[src/rtl/add16_pkg.sv]
// Shared definitions for the slice-serial adder: FSM encoding, slice width
// and the slice-index width helper.
package add16_pkg;

   typedef enum logic [1:0] {
      IDLE = 2'd0,
      RUN  = 2'd1,
      DONE = 2'd2
   } state_e;

   localparam int SLICE_W = 4;

   function automatic int idx_width(input int width);
      int nib;
      nib = width / SLICE_W;
      return (nib > 1) ? $clog2(nib) : 1;
   endfunction

   localparam int IDX_W = idx_width(16);

endpackage

[src/rtl/nibble_add.sv]
// Combinational 4-bit ripple-carry adder built from a chain of full adders.
module nibble_add (
   input  logic [3:0] x,
   input  logic [3:0] y,
   input  logic       ci,
   output logic [3:0] s,
   output logic       co
);

   logic [4:0] c_s;

   assign c_s[0] = ci;

   for (genvar k = 0; k < 4; k++) begin : g_fa
      assign s[k]     = x[k] ^ y[k] ^ c_s[k];
      assign c_s[k+1] = (x[k] & y[k]) | (c_s[k] & (x[k] ^ y[k]));
   end

   assign co = c_s[4];

endmodule

[src/rtl/add16_seq.sv]
// Slice-serial adder: captures a+b+c on acceptance, adds one 4-bit slice per
// cycle, then holds the result in DONE until the consumer takes it.
module add16_seq
   import add16_pkg::*;
#(
   parameter int WIDTH = 16,
   parameter int SLICE = 4
) (
   input  logic             clk,
   input  logic             rst,
   input  logic             in_valid,
   output logic             in_ready,
   input  logic [WIDTH-1:0] a,
   input  logic [WIDTH-1:0] b,
   input  logic             c,
   output logic             out_valid,
   input  logic             out_ready,
   output logic [WIDTH-1:0] sum,
   output logic             carry,
   output logic             busy
);

   localparam int NIB = WIDTH / SLICE;
   localparam int IW  = idx_width(WIDTH);

   state_e           state_q, state_d;
   logic [IW-1:0]    idx_q, idx_d;
   logic [WIDTH-1:0] a_q, a_d;
   logic [WIDTH-1:0] b_q, b_d;
   logic             rc_q, rc_d;
   logic [WIDTH-1:0] sum_q, sum_d;
   logic             carry_q, carry_d;

   logic [3:0]       nib_x_s, nib_y_s, nib_s_s;
   logic             nib_co_s;

   // Route the slice selected by the index to the nibble adder.
   always_comb begin
      nib_x_s = 4'd0;
      nib_y_s = 4'd0;
      for (int k = 0; k < NIB; k++) begin
         nib_x_s = (idx_q == IW'(k)) ? a_q[k*SLICE +: SLICE] : nib_x_s;
         nib_y_s = (idx_q == IW'(k)) ? b_q[k*SLICE +: SLICE] : nib_y_s;
      end
   end

   nibble_add u_nibble_add (
      .x  (nib_x_s),
      .y  (nib_y_s),
      .ci (rc_q),
      .s  (nib_s_s),
      .co (nib_co_s)
   );

   // Next-state and datapath update logic.
   always_comb begin
      state_d = state_q;
      idx_d   = idx_q;
      a_d     = a_q;
      b_d     = b_q;
      rc_d    = rc_q;
      sum_d   = sum_q;
      carry_d = carry_q;
      case (state_q)
         IDLE: begin
            if (in_valid) begin
               a_d     = a;
               b_d     = b;
               rc_d    = c;
               idx_d   = '0;
               state_d = RUN;
            end else begin
               state_d = IDLE;
            end
         end
         RUN: begin
            for (int k = 0; k < NIB; k++) begin
               sum_d[k*SLICE +: SLICE] = (idx_q == IW'(k)) ? nib_s_s : sum_q[k*SLICE +: SLICE];
            end
            rc_d  = nib_co_s;
            idx_d = idx_q + IW'(1);
            // carry only becomes visible once the top slice has been added
            if (idx_q == IW'(NIB - 1)) begin
               carry_d = nib_co_s;
               state_d = DONE;
            end else begin
               carry_d = 1'b0;
               state_d = RUN;
            end
         end
         DONE: begin
            if (out_ready) begin
               state_d = IDLE;
            end else begin
               state_d = DONE;
            end
         end
         default: begin
            state_d = IDLE;
         end
      endcase
   end

   // State and datapath registers with synchronous reset.
   always_ff @(posedge clk) begin
      if (rst) begin
         state_q <= IDLE;
         idx_q   <= '0;
         a_q     <= '0;
         b_q     <= '0;
         rc_q    <= 1'b0;
         sum_q   <= '0;
         carry_q <= 1'b0;
      end else begin
         state_q <= state_d;
         idx_q   <= idx_d;
         a_q     <= a_d;
         b_q     <= b_d;
         rc_q    <= rc_d;
         sum_q   <= sum_d;
         carry_q <= carry_d;
      end
   end

   assign in_ready  = (state_q == IDLE);
   assign out_valid = (state_q == DONE);
   assign busy      = (state_q != IDLE);
   assign sum       = sum_q;
   assign carry     = carry_q;

endmodule

[config.mk]
export PLATFORM = sky130hd
export DESIGN_NAME = add16_seq
export DESIGN_NICKNAME = d
export VERILOG_FILES = /design/src/rtl/add16_pkg.sv /design/src/rtl/nibble_add.sv /design/src/rtl/add16_seq.sv
export SDC_FILE = /design/constraint.sdc
export NUM_CORES = 1
export LEC_CHECK = 0
export ABC_AREA = 1
export CAP_MARGIN = 10
export CORE_MARGIN = 2
export CORE_UTILIZATION = 40
export CTS_CLUSTER_DIAMETER = 40
export DETAILED_ROUTE_END_ITERATION = 10
export PLACE_DENSITY = 0.67
export SYNTH_ARGS = -nofsm -noshare
export SYNTH_HDL_FRONTEND = slang
export SYNTH_SLANG_ARGS = --single-unit
[constraint.sdc]
create_clock -name clk -period 3.2 [get_ports clk]
set_input_delay 0.48 -clock clk [delete_from_list [all_inputs] [get_ports clk]]
set_output_delay 0.48 -clock clk [all_outputs]
set_load 0.05 [all_outputs]
## After elaboration in Yosys (flattened, before gate mapping)

Index checks and enable logic that the tools add are counted.

| operators by class | value |
|---|---|
| add/subtract/negate cells | 1 |
| equality and inequality tests | 6 |
| muxes and demuxes | 17 |
| bitwise gates (word level) | 20 |
| reductions and logical operators | 10 |

Operators by type and width:

| operator | number |
|---|---|
| $mux W4 | 8 |
| $reduce_and A2 Y1 | 6 |
| $and A1 B1 Y1 | 8 |
| $xor A1 B1 Y1 | 8 |
| $eq A2 B2 Y1 const B | 3 |
| $mux W2 | 3 |
| $pmux W2 S3 | 1 |
| $eq A2 B1 Y1 const B | 2 |
| $logic_not A2 Y1 | 2 |
| $or A1 B1 Y1 | 4 |
| $pmux W2 S2 | 1 |
| $reduce_bool A2 Y1 | 2 |
| $mux W1 | 3 |
| $add A2 B1 Y2 const B | 1 |
| $ne A2 B2 Y1 const B | 1 |
| $pmux W1 S2 | 1 |

| storage, ports and cells | value |
|---|---|
| bits in registers | 54 |
| bits of input ports | 37 |
| output and inout bits | 20 |
| logic and storage cells | 64 |

## Depth between registers and ports, before layout

| depth | value |
|---|---|
| depth in word-level cells | 15 |
| mapped depth | 17 |
| gate-level depth less buffers | 16 |

## Modules after synthesis

A second synthesis with hierarchy kept.

| unflattened totals | value |
|---|---|
| cell total of the unflattened synthesis | 333 |
| area total of the unflattened synthesis | 2391.0 µm² |

Modules (own cells, without submodules):

| module | times used | cells each | area each (µm²) | seq. area each (µm²) |
|---|---|---|---|---|
| add16_seq | 1 | 319 | 2273.4 | 1081.0 |
| nibble_add | 1 | 14 | 117.6 | 0.0 |

## Worst setup path after synthesis

No wires, ideal clock.

| timing | value |
|---|---|
| kind | flip-flop to flip-flop |
| start point | register idx_q[0] |
| end point | register sum_q[15], in the netlist sum[15] |
| data arrival time | 2.779 ns |
| data required time | 3.084 ns |
| setup slack | 0.305 ns |
| cell stages (with the launch flop) | 15 |
| path buffers | 1 |
| period minus slack after synthesis | 2.895 ns |
| cells stage by stage | dfxtp_1 inv_1 ha_1 buf_2 inv_2 nor2_1 nor2_1 a21boi_0 fa_1 inv_1 fa_1 fa_1 fa_1 nor2_1 nor2_1 |

| on the way | value |
|---|---|
| longest elaborated chain between the ends | 13 |
| elaborated cells between the ends (all ways) | 27 |
| those cells by class | eq/ne: 3; mux: 8; bitwise: 14; reduce/logical: 2 |

Ends and longest elaborated chain:

| item | line | RTL |
|---|---|---|
| start, declared | add16_seq.sv:27 | `logic [IW-1:0] idx_q, idx_d;` |
| start signal, assigned | add16_seq.sv:116 | `idx_q <= idx_d;` |
| $logic_not A2 Y1 | add16_seq.sv:42, add16_seq.sv:43 |  |
| $mux W4 (on tied branches) (4 in series) | add16_seq.sv:42, add16_seq.sv:43 |  |
| $xor A1 B1 Y1 | nibble_add.sv:16 | `assign c_s[k+1] = (x[k] & y[k]) \| (c_s[k] & (x[k] ^ y[k]));` |
| $and A1 B1 Y1 | nibble_add.sv:16 |  |
| $or A1 B1 Y1 | nibble_add.sv:16 |  |
| $and A1 B1 Y1 | nibble_add.sv:16 |  |
| $or A1 B1 Y1 | nibble_add.sv:16 |  |
| $and A1 B1 Y1 | nibble_add.sv:16 |  |
| $or A1 B1 Y1 | nibble_add.sv:16 |  |
| $xor A1 B1 Y1 * | nibble_add.sv:15 | `assign s[k] = x[k] ^ y[k] ^ c_s[k];` |
| named net nib_s_s[3] | add16_seq.sv:34 | `logic [3:0] nib_x_s, nib_y_s, nib_s_s;` |
| end signal, assigned | add16_seq.sv:120 | `sum_q <= sum_d;` |
| end, declared | add16_seq.sv:31 | `logic [WIDTH-1:0] sum_q, sum_d;` |

The timed path passes the listed nets; every way through them passes the cells marked *.
A chain may end at the register's enable or synchronous reset.

## Worst setup path after layout

| timing | value |
|---|---|
| start point | register idx_q[1] |
| end point | register rc_q |

| on the way | value |
|---|---|
| longest elaborated chain between the ends | 15 |
| elaborated cells between the ends (all ways) | 29 |
| those cells by class | eq/ne: 3; mux: 9; bitwise: 16; reduce/logical: 1 |

Ends and longest elaborated chain:

| item | line | RTL |
|---|---|---|
| $logic_not A2 Y1 | add16_seq.sv:42, add16_seq.sv:43 |  |
| $mux W4 (on tied branches) (4 in series) | add16_seq.sv:42, add16_seq.sv:43 |  |
| $xor A1 B1 Y1 | nibble_add.sv:16 |  |
| $and A1 B1 Y1 | nibble_add.sv:16 |  |
| $or A1 B1 Y1 | nibble_add.sv:16 |  |
| $and A1 B1 Y1 | nibble_add.sv:16 |  |
| $or A1 B1 Y1 | nibble_add.sv:16 |  |
| $and A1 B1 Y1 | nibble_add.sv:16 |  |
| $or A1 B1 Y1 | nibble_add.sv:16 |  |
| $and A1 B1 Y1 | nibble_add.sv:16 |  |
| $or A1 B1 Y1 * | nibble_add.sv:16 |  |
| $pmux W1 S2 * | add16_seq.sv:64 | `case (state_q)` |
| end signal, assigned | add16_seq.sv:119 | `rc_q <= rc_d;` |
| end, declared | add16_seq.sv:30 | `logic rc_q, rc_d;` |

Every way passes the cells marked *; elsewhere a longest branch is shown, timed or not.

==> results.cfg <==
[setup_path]
worstSetupPathType = reg2reg
endpoint_kind = flop
cp_max_fo = 9
reg2reg_from = idx_q[1]
startpoint = idx_q[1]
critPathLaunchType = flop
critical_path_required_ns = 3.39
cp.arrival_ns = 3.22

[final_layout]
design_area_um2 = 3090
area_growth_pct = 30.3
fillers = 611
drive_gt1_share_pct = 6.30
nNetsFinal = 425
antennaDiodeCount = 0

[logic_synthesis]
synth_top_area_share_pct = 45.5
synth_warnings = 0
synthTopCellsByCount = nor2_1, dfxtp_1, o21ai_0
synth_ff_type = dfxtp_1
syn-cell-area_um2 = 2370
ys_async_sr_fraction_pct = 0
synth_top_family_by_area = simple AND/OR/NAND/NOR gates
syn_avg_cell_area_um2 = 7.28
syn-num-nets = 371
synth.most_common_cell = nor2_1
yosys.area.top_type = dfxtp_1
synth_mux_area_share_pct = 0
synth.distinct_cells = 21
synthAdderAreaFrac_pct = 5.48
synth_compound_area_share_pct = 15.9
synth_xor_area_share_pct = 0
ys_seq_area_share_pct = 45.5
ys_seq_elements = 54
synthSimpleGateAreaFrac_pct = 26.6
synth_edf_count = 0
synth_area_leaders = dfxtp_1, nor2_1, o21ai_0
synthCells = 326

[timing]
fin_crit_sh_pct = 94.5
drv_slew = 0
max-slew-margin-rel_pct = 60.1
finalHoldViolCount = 0
fin_skew_ns = 0.00714
fmax_ghz = 0.331
setup_ws_ns = 0.177
timing.hold.ws_ns = 0.487
fin_crit_ns = 3.02
worst_slew_pin_slew_ns = 0.598
setup_violations = 0
tns_ns = 0
rsz0062_at_grt = false

[drt]
drc = 0
wl_per_cell_um = 12.3
wl_mm = 5.60
drtPass1Iterations = 4
postRouteAntennaNets = 0
via_per_inst = 4.72
drtIter0Drc = 81
num_vias = 2153

[clock_network]
cts_made_buffers = 5
clk_pin_slew_worst_paths_ns = 0.09
clockBufferDepth = 2
cts_max_level = 2
insertion_delay_ns = 0.30
ctsHoldBuffers = 0
cts_resized = 0
cts_tree = done
cts_setup_buffers = 0
cts.sinks = 54
root_buffer = clkbuf_8

[min_path]
worst_hold_path_type = reg2reg
min-delay-start = a_q[9]

[global_routing]
antenna_found_initial = 0
grt_max_degree = 50
grt_pass1_vias = 2109
grt_overflow_total = 0
grt_first_pass_wirelength_mm = 9.41
groute.usage.overall_pct = 18.4

[floorplan]
pin_count = 57
fp.dieArea_um2 = 6570
rows = 28
start_util_pct = 40.8
dieWidth_um = 81.1
coreArea_um2 = 5820
die_height_um = 81.1

[placement]
gp_congestion = 0.878
portBuffers = 56
post-place-ws_ns = 0.105
placed_cell_area_um2 = 2980
dpl.hpwl_mm = 4.15

[outcome]
outcome = finished clean

[pwr]
p_leak_nw = 1.33
ir_worst_vdd_v = 0.000195
p_per_area_nw_per_um2 = 493
power.total_mw = 1.53

[job]
maxCapViolCount = 0
per-layer routing:
layer	up-vias	part of all wire, %	track usage (%)
met3	8	3.2	3.22
met2	34	46	31.2
met1	971	49	24.0
met4	0	1.5	5.25
met5	-	0	0
li1	1140	-	-
sequential cells by signal (all words and copies together) (netlist names):
register	count
a_q	16
b_q	16
sum	16
idx_q	2
state_q	2
carry	1
rc_q	1
cell type report:
cell class                      instances  area (um^2)  share of cell area [%]
Timing Repair Buffer                   61          598                    19.3
Clock inverter                          3         40.0                    1.29
Clock buffer                            5         68.8                    2.22
Sequential cell                        54         1080                    34.9
Tap cell                               75         93.8                    3.03
Multi-Input combinational cell        239         1140                    36.9
Inverter                               19         71.3                    2.30
through the flow:
step                      util, %  instances
after floorplan                 -        326
after global placement       51.3        448
after CTS                    53.2        456
after global routing         53.2        456
after detailed placement     51.3        448
final                        53.2        456
where the power goes:
group | internal [mW] | switching, mW | total [mW]
Combinational | 0.134 | 0.195 | 0.328
Clock | 0.231 | 0.218 | 0.448
Sequential | 0.719 | 0.0297 | 0.749
critical path: stages, from the launching register on:
cell     delay (ns)
dfxtp_1        0.40
ha_1           0.39
inv_1          0.09
or2_2          0.28
nand2_1        0.09
fa_1           0.17
inv_1          0.05
fa_1           0.37
fa_1           0.38
fa_1           0.39
nand2_1        0.10
nand2_1        0.06
nor2_1         0.10
nor2_1         0.04
layout by cell type (no fill, tap or decap), drive strengths merged:
master and count:
clkinv 2, a21o 3, nand2 40, clkdlybuf4s50 56, inv 19, a21boi 1
nor2 113, buf 5, nand3 4, fa 4, bufinv 1, clkbuf 5
a21oi 15, o21ai 53, or2 1, o211ai 1, dfxtp 54, ha 4
worst paths after layout:
check	cells after the start	slack [ns]	end
setup / recovery	13	0.18	rc_q
hold / removal	2	0.49	a_q[9]
setup reg to reg	13	0.18	rc_q
hold reg to reg	2	0.49	a_q[9]
cells by family after synthesis:
group | after synthesis
adders and majority gates | 8
AOI/OAI and AO/OA | 73
buffers and inverters | 33
and+or+nand+nor | 158
DFF | 54
Note: power is estimated with default switching activity, not from simulation.
